## src/rtl/divisor_seq.sv

```systemverilog
// divisor_seq: iterative radix-2 restoring divider for RV32M DIV/DIVU/REM/REMU.
// One quotient bit per clock and a single-cycle done pulse carrying the result.
// Optional macro DIVISOR_SEQ_FAST_EN: divide-by-zero and signed overflow skip
// the iteration phase and finish one edge after acceptance.
module divisor_seq #(
   parameter int SIZE = 32
) (
   input  logic            clk,
   input  logic            rst,
   input  logic            start,
   input  logic [1:0]      op,
   input  logic [SIZE-1:0] X,
   input  logic [SIZE-1:0] Y,
   output logic [SIZE-1:0] resultado,
   output logic            busy,
   output logic            done
);

   localparam int CW = (SIZE > 1) ? $clog2(SIZE) : 1;
   localparam logic [CW-1:0]   LAST    = CW'(SIZE - 1);
   localparam logic [SIZE-1:0] MIN_VAL = {1'b1, {(SIZE-1){1'b0}}};

   typedef enum logic [1:0] {IDLE, CALC, AJUSTE, FIM} state_t;

   state_t          state, state_nx;
   logic [CW-1:0]   cnt;
   logic [SIZE-1:0] quo, rem, dvs, x_orig;
   logic            is_rem, sx, sq, dz, ovf;

   // operand conditioning for capture (op[0]=0 means signed)
   logic            signed_op, x_neg, y_neg, y_zero, ovf_in, special_in;
   logic [SIZE-1:0] x_abs, y_abs;

   assign signed_op  = ~op[0];
   assign x_neg      = signed_op & X[SIZE-1];
   assign y_neg      = signed_op & Y[SIZE-1];
   assign x_abs      = x_neg ? ('0 - X) : X;
   assign y_abs      = y_neg ? ('0 - Y) : Y;
   assign y_zero     = (Y == '0);
   assign ovf_in     = signed_op & (X == MIN_VAL) & (&Y);
   assign special_in = y_zero | ovf_in;

   // one restoring step: shifted remainder is SIZE+1 bits wide; the commit
   // value always fits SIZE bits because it is smaller than the divisor
   logic [SIZE:0]   trial;
   logic [SIZE-1:0] diff;
   logic            borrow;

   assign trial  = {rem, quo[SIZE-1]};
   assign borrow = (trial < {1'b0, dvs});
   assign diff   = trial[SIZE-1:0] - dvs;

   // sign fix-up and RISC-V special cases, selected in AJUSTE
   logic [SIZE-1:0] q_adj, r_adj, res_nx;

   always_comb begin
      q_adj = sq ? ('0 - quo) : quo;
      r_adj = sx ? ('0 - rem) : rem;
      res_nx = is_rem ? r_adj : q_adj;
      if (dz)
         res_nx = is_rem ? x_orig : '1;
      else if (ovf)
         res_nx = is_rem ? '0 : MIN_VAL;
   end

   // state register
   always_ff @(posedge clk) begin
      if (rst) state <= IDLE;
      else     state <= state_nx;
   end

   // next-state decode and status outputs
   always_comb begin
      state_nx = state;
      busy     = 1'b1;
      done     = 1'b0;
      case (state)
         IDLE: begin
            busy = 1'b0;
            if (start) begin
`ifdef DIVISOR_SEQ_FAST_EN
               state_nx = special_in ? AJUSTE : CALC;
`else
               state_nx = CALC;
`endif
            end
         end
         CALC:    if (cnt == LAST) state_nx = AJUSTE;
         AJUSTE:  state_nx = FIM;
         FIM: begin
            done     = 1'b1;
            state_nx = IDLE;
         end
         default: state_nx = IDLE;
      endcase
   end

   // datapath: capture on accept, iterate in CALC, load result in AJUSTE
   always_ff @(posedge clk) begin
      if (rst) begin
         cnt       <= '0;
         quo       <= '0;
         rem       <= '0;
         dvs       <= '0;
         x_orig    <= '0;
         is_rem    <= 1'b0;
         sx        <= 1'b0;
         sq        <= 1'b0;
         dz        <= 1'b0;
         ovf       <= 1'b0;
         resultado <= '0;
      end else begin
         case (state)
            IDLE: if (start) begin
               is_rem <= op[1];
               x_orig <= X;
               quo    <= x_abs;
               dvs    <= y_abs;
               sx     <= x_neg;
               sq     <= x_neg ^ y_neg;
               dz     <= y_zero;
               ovf    <= ovf_in;
               rem    <= '0;
               cnt    <= '0;
            end
            CALC: begin
               cnt <= cnt + 1'b1;
               if (!borrow) begin
                  rem <= diff;
                  quo <= {quo[SIZE-2:0], 1'b1};
               end else begin
                  rem <= trial[SIZE-1:0];
                  quo <= {quo[SIZE-2:0], 1'b0};
               end
            end
            AJUSTE:  resultado <= res_nx;
            default: ;
         endcase
      end
   end

endmodule

```

## config.mk

```make
export PLATFORM = sky130hd
export DESIGN_NAME = divisor_seq
export DESIGN_NICKNAME = d
export VERILOG_FILES = /design/src/rtl/divisor_seq.sv
export SDC_FILE = /design/constraint.sdc
export NUM_CORES = 1
export LEC_CHECK = 0
export CAP_MARGIN = 10
export CORE_ASPECT_RATIO = 1.1
export CORE_UTILIZATION = 30
export CTS_CLUSTER_SIZE = 10
export DETAILED_ROUTE_END_ITERATION = 8
export GPL_TIMING_DRIVEN = 0
export PLACE_DENSITY_LB_ADDON = 0.2
export RECOVER_POWER = 100
export SYNTH_ARGS = -nofsm -noshare
export SYNTH_HDL_FRONTEND = slang
export SYNTH_SLANG_ARGS = --single-unit
```

## constraint.sdc

```tcl
create_clock -name clk -period 5 [get_ports clk]
set_input_delay 1 -clock clk [delete_from_list [all_inputs] [get_ports clk]]
set_output_delay 1 -clock clk [all_outputs]
set_load 0.02 [all_outputs]
```

After elaboration in Yosys (flattened, before gate mapping)
Cells that the tools add are included.

Register bits after elaboration: 172. Bits of input ports: 69. Output and inout port bits: 34. Word-level logic and storage cells: 61.

Order comparisons: 1. Bitwise operators: 6. Equal/unequal tests: 7. Multiplexer cells: 22. Add/sub/neg operators: 6. Reductions and logical operators: 7.

Operators by type and width (number): 32-bit two-way mux (12); 32-bit one-hot mux with 2 select lines (2); 1-bit by 32-bit subtractor with 32-bit output (first input constant) (4); 33-bit by 32-bit < comparator with 1-bit output (1); 32-bit equality test (second input constant) (1); 32-bit logical NOT (1); 32-bit AND reduction (1); 32-bit subtractor (1); 5-bit one-hot mux with 2 select lines (1); 2-bit one-hot mux with 4 select lines (1); 2-bit AND reduction (3); 5-bit by 1-bit adder with 5-bit output (second input constant) (1); 5-bit equality test (second input constant) (1); 5-bit two-way mux (1); 1-bit AND (4); 2-bit equality test (second input constant) (2); 2-bit two-way mux (2); 2-bit inequality test (second input constant) (2); 1-bit two-way mux (3); 2-bit by 1-bit equality test with 1-bit output (second input constant) (1); 2-bit logical NOT (1); 2-bit nonzero test (1); 1-bit inverter (1); 1-bit XOR (1).

Longest topological paths before layout
Gate-level depths: netlist (run 1).

Word-level depth: 5. Gate-level depth with buffers: 12. Gate-level depth less buffers: 11.

Worst setup path after synthesis (run 1)
No wires, ideal clock.

Path kind: in2reg. From: in X[10]. To: reg quo[28]. Setup time: 70 ps. Cell stages on the path: 8. Data required time: 4930 ps. Path slack: 1962 ps. Arrival: 2967 ps. Path through: or4_1 -> or4_1 -> nor4b_4 -> a21oi_1 -> xnor2_1 -> o21ai_0 -> nand2_1 -> a21oi_1.

Longest elaborated chain between the ends: 4.

RTL lines: start, declared (line 12) `input logic [SIZE-1:0] X,`; 1-bit by 32-bit subtractor with 32-bit output (line 37) `assign x_abs = x_neg ? ('0 - X) : X;`; 32-bit two-way mux (line 37); 32-bit two-way mux (line 114) `IDLE: if (start) begin`; 32-bit one-hot mux with 2 select lines (line 113) `case (state)`; end signal, assigned (line 117) `quo <= x_abs;`; end signal, assigned (line 130) `quo <= {quo[SIZE-2:0], 1'b1};`; end signal, assigned (line 133) `quo <= {quo[SIZE-2:0], 1'b0};`; end, declared (line 27) `logic [SIZE-1:0] quo, rem, dvs, x_orig;`.

No other way between the ends. The select of a mux whose other input is x is not followed. A chain may end at the register's enable or synchronous reset.

Final worst setup path (run 1)
From: in Y[2]. To: reg dz.

Longest elaborated chain between the ends: 1.

RTL lines: start, declared (line 13) `input logic [SIZE-1:0] Y,`; 32-bit logical NOT (line 39) `assign y_zero = (Y == '0);`; end signal, assigned (line 121) `dz <= y_zero;`; end, declared (line 28) `logic is_rem, sx, sq, dz, ovf;`.

No other way between the ends.

==> metrics.cfg, run 1 <==
[status]
status = complete, no violations

[place]
placed_area_um2 = 13500
place_inst = 2232
finalWeightedCongestion = 0.942
dp_hpwl_um = 36700
numPortBuffers = 101

[worst_setup_path]
cp_num_cells = 9
cp_slowest_cell = nor4_1
cp.required_ns = 5.38
max_stage_delay_ns = 0.87
startpoint = Y[2]
cp_max_fo = 7
endpoint_kind = flip-flop
path_cells = dlygate4sd3_1 > or3_1 > nor3b_1 > and3_1 > clkbuf_1 > nand4_1 > nor4_1 > nand2_1 > a21oi_1
cp.arrival_ns = 4.61
crit_type = in -> reg
critPathBufInv = 2
reg2reg_from = rem[17]
cp_top_family = simple AND/OR/NAND/NOR gates
r2r_cells = 11
start_kind = input pin

[min_path]
hold_start = resultado[18]
holdPathStages = 2
hold_class = reg -> reg

[routing]
dr.pass1.iters = 5
num_vias = 12387
viasPerCell = 5.47
drc = 0
routed_wl_um = 46100
drtIter0Drc = 969
wl_per_cell_um = 20.4
ant_nets = 0

[cells_and_area]
drive_gt1_share_pct = 3.07
area_delta_synth_final_pct = 18.4
antenna_cells = 0
finalNonFillerCells = 2264
seqCellArea_um2 = 3440
multi_input_area_um2 = 7720
nFillCells = 4203
fin_area_um2 = 14000
nNetsFinal = 1857

[timing]
max_freq_ghz = 0.236
finalSetupViolations = 0
rsz0062_at_grt = false
hold_violations = 0
skew_ns = 0.0119
setup_tns_ns = 0
fin_crit_sh_pct = 84.7
worst_pin_slew_ns = 1.13
drv_slew = 0
maxSlewHeadroom_pct = 24.5
min_period_ns = 4.24

[yosys]
synth-edff-count = 0
syn-cell-area_um2 = 11900
syn-num-nets = 1737
synthTopCellsByCount = nand2_1, dfxtp_1, a21oi_1
ys_types = 72
async_flop_share_pct = 0
synth-seq-cells = 172
synth_top_area_share_pct = 29.0
synth_ff_type = dfxtp_1
post-synth-top-area-cell = dfxtp_1
avgSynthCellArea_um2 = 7.31
ys_seq_area_share_pct = 29.0
yosysWarnings = 0
yosys-top-cells-area = dfxtp_1, nand2_1, a21oi_1
synthCells = 1624
synth.most_common_cell = nand2_1

[clock_tree]
path_clk_slew_ns = 0.08
clkLatencyLatePin_ns = 0.45
cts_sinks = 172
cts_max_level = 4
cts_buffers = 17
clock_path_buffers = 2
ctsHoldBuffers = 0
post_cts_resized = 0
cts_tree = done
cts_setup_buffers = 0
cts_root_buffer = clkbuf_16

[pwr]
p_leak_nw = 5.26
p_per_area_nw_per_um2 = 454
peakVddDrop_mv = 0.257

[floorplanning]
ios = 103
dieArea_um2 = 40300
start_util_pct = 30.4
core_um2 = 39100
rows = 76
chipWidth_um = 192
die_h_um = 211

[global_route]
antenna_found_initial = 0
grt.total_usage_pct = 23.0
grt_max_degree = 19
grt_overflow = 0
grt_first_pass_wirelength_um = 70700
grt_pass1_vias = 11911

[job]
max_cap_violations = 0

[report_power, final]
part,internal (mW),switching [mW],total (mW),leakage [nW]
Combinational,1.03,1.99,3.02,3.58
Clock,0.669,0.682,1.35,0.279
Sequential,1.67,0.334,2.00,1.40
[cell usage in the layout (no fill, tap or decap), types with 15 or more instances in the layout]
master / instances
a211oi_1: 33
a21oi_1: 159
clkbuf_1: 88
clkbuf_16: 17
clkdlybuf4s50_1: 61
dfxtp_1: 172
dlygate4sd3_1: 40
ha_1: 43
inv_1: 58
nand2_1: 267
nand3_1: 70
nand4_1: 19
nor2_1: 128
nor3_1: 28
nor4_1: 15
o211ai_1: 24
o21ai_0: 117
o31ai_1: 22
or3_1: 16
xnor2_1: 85
xor2_1: 55
[path summary, 6_finish.rpt]
check / end / slack (ns)
max reg2reg: rem[31] / 1.29
min: resultado[18] / 0.43
min reg2reg: resultado[18] / 0.43
max: dz / 0.76
[logic make-up (layout without fill, tap and decap cells)]
group	Yosys count	after routing	share of synthesized area (%)
AO/OA/AOI/OAI	478	478	25.2
XOR/XNOR	140	140	10.3
adder cells (fa/ha/maj)	44	44	4.70
buffers and inverters	157	290	5.58
flip-flops	172	172	29.0
multiplexers	11	11	0.949
AND/OR/NAND/NOR	622	622	24.2
[sequential cells by signal, indices dropped and copies added, names as in the netlist, 2 cells and up]
signal and cells:
resultado 32, cnt 5, dvs 32, quo 32, rem 32, x_orig 32
state 2
[per-layer routing]
layer | up-vias | global-route usage (%) | share of wire, %
met5 | - | 0 | 0
met2 | 365 | 39.3 | 48
met3 | 71 | 2.20 | 4.0
met4 | 0 | 9.50 | 3.6
li1 | 6038 | - | -
met1 | 5913 | 29.5 | 44
[worst reg2reg max path, stage by stage, from the launching register on]
cell and delay [ns]:
dfxtp_1 0.41, ha_1 0.32, clkbuf_1 0.29, a21oi_1 0.14, nand2_1 0.17, a2bb2oi_1 0.31, nor2b_1 0.23, o211ai_1 0.13
a21oi_1 0.88, clkbuf_1 0.51, o211ai_1 0.17, nand2_1 0.10
[stage by stage]
step	utilization, %	power [mW]	setup slack [ns]	hold slack (ns)
CTS	36.0	6.39	1.19	0.441
detailed placement	34.6	5.04	0.723	0.431
floorplan	-	3.94	1.96	0.431
global route	35.9	6.79	0.566	0.463
finish	35.9	6.38	0.765	0.434
global placement	34.6	5.02	0.724	0.428
[cell type report]
cell class	count	area share, %
timing repair buffer	101	7.20
multi-input combinational	1295	55.0
buffer	98	3.13
inverter	59	1.58
clock inverter	15	1.08
clock buffer	17	3.03
sequential	172	24.5
tap	507	4.52
(Power assumes the default switching activity.)
==> inputs of run 2 (changes only) <==
==> constraint.sdc (replaced) <==
create_clock -name clk -period 3.7 [get_ports clk]
set_input_delay 0.74 -clock clk [delete_from_list [all_inputs] [get_ports clk]]
set_output_delay 0.74 -clock clk [all_outputs]
set_load 0.02 [all_outputs]
==> metrics.cfg, run 2 (synthesized netlist as in run 1, its figures left out) <==
[status]
status = complete, no violations

[worst_setup_path]
startpoint = X[10]
cp.arrival_ns = 3.85  ; -0.76 ns
start_kind = input pin
endpoint = quo[26]
r2r_cells = 10  ; -1
reg2reg_from = rem[11]
endpoint_kind = flip-flop
cp.required_ns = 4.07  ; -1.31 ns
reg2reg_slack_ns = 0.37  ; -0.92 ns
crit_type = in -> reg
cp_max_fo = 6  ; -1
r2r_end = rem[25]

[floorplanning]
start_util_pct = 30.4  ; unchanged
core_um2 = 39100  ; unchanged
dieArea_um2 = 40300  ; unchanged
chipWidth_um = 192  ; unchanged
rows = 76  ; unchanged
die_h_um = 211  ; unchanged
ios = 103  ; unchanged

[cells_and_area]
finalCoreUtilization_pct = 36.0  ; +0.061 points
finalNonFillerCells = 2264  ; unchanged
area_delta_synth_final_pct = 18.6
final_cell_mix = nand2_1, dfxtp_1, a21oi_1
final_common_cell = nand2_1
drive_gt1_share_pct = 3.24  ; +0.17 points
antenna_cells = 0  ; unchanged
nNetsFinal = 1857  ; unchanged
fin_area_um2 = 14100  ; +0.17%

[timing]
skew_ns = 0.0117  ; -0.000107 ns
whs_ns = 0.434  ; +0.0000460 ns
maxSlewHeadroom_pct = 29.9  ; +5.4 points
fin_ws_ns = 0.224  ; -0.541 ns
finalSetupViolations = 0  ; unchanged
worst_pin_slew_ns = 1.05  ; -0.0806 ns
drv_slew = 0  ; unchanged
setup_tns_ns = 0  ; unchanged
max_freq_ghz = 0.288
hold_violations = 0  ; unchanged
min_period_ns = 3.48
rsz0062_at_grt = false
fin_crit_sh_pct = 94.0

[clock_tree]
cts_root_buffer = clkbuf_16
cts_sinks = 172  ; unchanged
cts_max_level = 4  ; unchanged
ctsHoldBuffers = 0  ; unchanged
clkLatencyLatePin_ns = 0.45  ; about the same
cts_tree = done
cts_buffers = 17  ; unchanged
clock_path_buffers = 2  ; unchanged
path_clk_slew_ns = 0.08  ; about the same

[routing]
num_vias = 12412  ; +0.20%
drtIter0Drc = 1008  ; +4.0%
ant_nets = 0  ; unchanged
wl_per_cell_um = 20.4  ; +0.15%
viasPerCell = 5.48  ; +0.20%
drc = 0  ; unchanged
routed_wl_um = 46200  ; +0.15%
dr.pass1.iters = 7  ; +2

[global_route]
grt_use_met3_pct = 2.20  ; unchanged
grt_first_pass_wirelength_um = 70700  ; unchanged
grt_max_degree = 19  ; unchanged
grt_pass1_vias = 11911  ; unchanged
antenna_found_initial = 0  ; unchanged
grt.total_usage_pct = 23.0  ; unchanged
grt_busiest_layer = met2
use_met2_pct = 39.3  ; unchanged
grt_util_met1_pct = 29.5  ; unchanged
grt_overflow = 0  ; unchanged

[pwr]
p_per_area_nw_per_um2 = 613  ; +35%
peakVddDrop_mv = 0.344  ; +34%
total_power_mw = 8.62  ; +35%
p_leak_nw = 5.26  ; about the same

[place]
finalWeightedCongestion = 0.942  ; unchanged
dp_hpwl_um = 36700  ; unchanged
place_inst = 2232  ; unchanged
placed_area_um2 = 13500  ; unchanged
numPortBuffers = 101  ; unchanged
post-place-ws_ns = -0.317  ; -1.04 ns

[job]
max_cap_violations = 0  ; unchanged

[min_path]
hold_class = reg -> reg

-- run 2: cell types whose count changed in the layout (fill, tap and decap cells not counted), sizes merged --
cell	change
clkdlybuf4s50	+2
dlygate4sd3	-2
-- run 2: layer usage --
| layer | part of all wire, % | up-vias |
|---|---|---|
| met2 | 48 | 388 |
| met1 | 45 | 5914 |
| met5 | 0 | - |
| li1 | - | 6042 |
| met3 | 4.0 | 68 |
| met4 | 3.5 | 0 |
-- run 2: final cells by class --
type                    instances  area, um^2
inverters                      59         221
plain buffers                  98         439
well taps                     507         634
clock buffers                  17         425
repair buffers                101        1010
clock inverters                15         151
multi-input cells            1295        7740
flip-flops and latches        172        3440
fillers                      4202       25000
-- run 2: how the worst min path moves through the flow --
| stage | endpoint | slack, ns | cells past startpoint | start |
|---|---|---|---|---|
| 2_1_floorplan | x_orig[13] | 0.43 | 2 | x_orig[13] |
| 3_3_place_gp | resultado[18] | 0.43 | 2 | resultado[18] |
| 3_5_place_dp | resultado[18] | 0.43 | 2 | resultado[18] |
| 4_1_cts | resultado[18] | 0.44 | 2 | resultado[18] |
| 5_1_grt | resultado[16] | 0.46 | 2 | resultado[16] |
| 6_report | resultado[18] | 0.43 | 2 | resultado[18] |
-- run 2: repair_timing --
action / CTS / global route
endpoints found under the setup margin: 0 / 4
buffers inserted: 0 / 0
gates resized for setup: 0 / 2
-- run 2: critical path, stage by stage --
cell and delay [ns]:
dlygate4sd3_1 0.66, or4_1 0.66, or4_1 0.57, nor4b_4 0.52, a21oi_1 0.15, xnor2_1 0.15, o21ai_0 0.15, nand2_1 0.07
a21oi_1 0.17
-- run 2: where the power goes --
group / switching (mW) / internal, mW / leakage (nW)
Combinational: 2.69 / 1.40 / 3.58
Clock: 0.925 / 0.904 / 0.279
Sequential: 0.448 / 2.26 / 1.40
==> inputs of run 3 (changes only) <==
--- a/config.mk
+++ b/config.mk
@@ -7,7 +7,7 @@
 export LEC_CHECK = 0
 export CAP_MARGIN = 10
 export CORE_ASPECT_RATIO = 1.1
-export CORE_UTILIZATION = 30
+export CORE_UTILIZATION = 54
 export CTS_CLUSTER_SIZE = 10
 export DETAILED_ROUTE_END_ITERATION = 8
 export GPL_TIMING_DRIVEN = 0
==> metrics.cfg, run 3 (synthesized netlist as in run 1, its figures left out) <==
[status]
status = complete, no violations

[worst_setup_path]
cp.required_ns = 4.07  ; about the same
start_kind = input pin
cp.arrival_ns = 3.89  ; +0.04 ns
crit_type = in -> reg
cp_top_family = simple AND/OR/NAND/NOR gates
path_cells = clkdlybuf4s50_1 > or3_1 > nor3b_2 > and3_1 > clkbuf_1 > nand4_1 > nor4_1 > nand2_1 > a21oi_1
cp_slowest_cell = nor4_1
endpoint_kind = flip-flop
cp_max_fo = 7  ; +1
max_stage_delay_ns = 0.83  ; +0.17 ns
critPathBufInv = 2  ; +1

[cells_and_area]
antenna_cells = 0  ; unchanged
final_common_cell = nand2_1
drive_gt1_share_pct = 3.08  ; -0.17 points
fin_area_um2 = 13800  ; -1.8%
area_delta_synth_final_pct = 16.5
nNetsFinal = 1857  ; unchanged
nFillCells = 1985  ; -53%
final_cell_mix = nand2_1, dfxtp_1, a21oi_1

[timing]
fin_crit_sh_pct = 95.3  ; +1.3 points
worst_pin_slew_ns = 0.949  ; -0.103 ns
maxSlewHeadroom_pct = 36.1  ; +6.3 points
hold_violations = 0  ; unchanged
max_freq_ghz = 0.284  ; -1.4%
finalSetupViolations = 0  ; unchanged
rsz0062_at_grt = false
whs_ns = 0.438  ; +0.00450 ns
skew_ns = 0.00998  ; -0.00177 ns
drv_slew = 0  ; unchanged
min_period_ns = 3.53  ; +0.0491 ns

[global_route]
grt_pass1_vias = 11890  ; -0.18%
antenna_found_initial = 0  ; unchanged
grt.total_usage_pct = 38.7  ; +16 points
grt_overflow = 0  ; unchanged
grt_first_pass_wirelength_um = 66000  ; -6.6%
grt_max_degree = 17  ; -2

[place]
placed_area_um2 = 13200  ; -2.0%
dp_hpwl_um = 32800  ; -11%
numPortBuffers = 101  ; unchanged
finalWeightedCongestion = 1.04  ; +10%

[clock_tree]
cts_tree = done
ctsHoldBuffers = 0  ; unchanged
cts_root_buffer = clkbuf_16
cts_sinks = 172  ; unchanged
cts_setup_buffers = 0  ; unchanged
clkLatencyLatePin_ns = 0.45  ; about the same
cts_max_level = 4  ; unchanged
path_clk_slew_ns = 0.07  ; about the same
cts_buffers = 17  ; unchanged
clock_path_buffers = 2  ; unchanged
post_cts_resized = 0  ; unchanged

[routing]
dr.pass1.iters = 6  ; -1
viasPerCell = 6.30  ; +15%
drtIter0Drc = 1521  ; +51%
drc = 0  ; unchanged
routed_wl_um = 43000  ; -6.9%
num_vias = 12886  ; +3.8%
wl_per_cell_um = 21.0  ; +3.0%
ant_nets = 0  ; unchanged

[floorplanning]
chipWidth_um = 143  ; -25%
rows = 56  ; -26%
start_util_pct = 55.3  ; +25 points
dieArea_um2 = 22600  ; -44%
die_h_um = 157  ; -25%
ios = 103  ; unchanged
core_um2 = 21400  ; -45%

[min_path]
hold_class = reg -> reg

[pwr]
total_power_mw = 8.72  ; +1.1%
p_per_area_nw_per_um2 = 631  ; +2.9%
p_leak_nw = 5.28  ; +0.39%
peakVddDrop_mv = 0.358  ; +4.0%

[job]
max_cap_violations = 0  ; unchanged

run 3: cell types whose count changed in the layout (fill, tap and decap cells not counted), sizes merged:
cell / delta
clkinvlp: -2
inv: -3
bufinv: +3
buf: -1
clkdlybuf4s50: -1
dlygate4sd3: +1
clkbuf: +2
run 3: final cells by class:
class	instances	area [um^2]	area share [%]
clock buffers	18	429	3.10
inverters	59	221	1.60
clock inverters	13	181	1.31
well taps	290	363	2.62
repair buffers	101	1010	7.31
flip-flops and latches	172	3440	24.9
plain buffers	98	438	3.17
multi-input cells	1295	7740	56.0
run 3: worst paths after layout:
| check | cells after the start | slack (ns) | from | endpoint |
|---|---|---|---|---|
| worst max-delay path | 9 | 0.17 | Y[2] | dz |
| worst min-delay path | 2 | 0.44 | resultado[18] | resultado[18] |
| worst max register to register | 10 | 0.39 | rem[11] | rem[1] |
| worst min register to register | 2 | 0.44 | resultado[18] | resultado[18] |
run 3: worst min-delay path, stage by stage, from the launching register on:
cell and delay, ns:
dfxtp_1 0.31, nand2_1 0.05, nand2_1 0.04
run 3: routing by layer:
| metal | routed length, um | vias to the layer above | track usage, % | share of wire, % |
|---|---|---|---|---|
| li1 | - | 6052 | - | - |
| met1 | 16800 | 5994 | 47.0 | 39 |
| met2 | 19700 | 679 | 62.5 | 46 |
| met3 | 3400 | 161 | 6.48 | 7.9 |
| met4 | 3080 | 0 | 27.2 | 7.2 |
| met5 | 0 | - | 0 | 0 |
run 3: through the flow:
step	setup TNS, ns	util (%)	setup WS [ns]	std cells
2_1_floorplan	0	-	0.922	1624
3_3_place_gp	-0.166	61.7	-0.166	2015
3_5_place_dp	-0.281	61.7	-0.221	2015
4_1_cts	0	64.6	0.225	2046
5_1_grt	0	64.5	0.0173	2046
6_report	0	64.5	0.175	2046
run 3: where the power goes:
| group | switching (mW) | internal, mW | total (mW) | leakage (nW) |
|---|---|---|---|---|
| registers | 0.398 | 2.26 | 2.65 | 1.40 |
| logic | 2.73 | 1.40 | 4.13 | 3.57 |
| clock network | 0.851 | 1.08 | 1.93 | 0.301 |
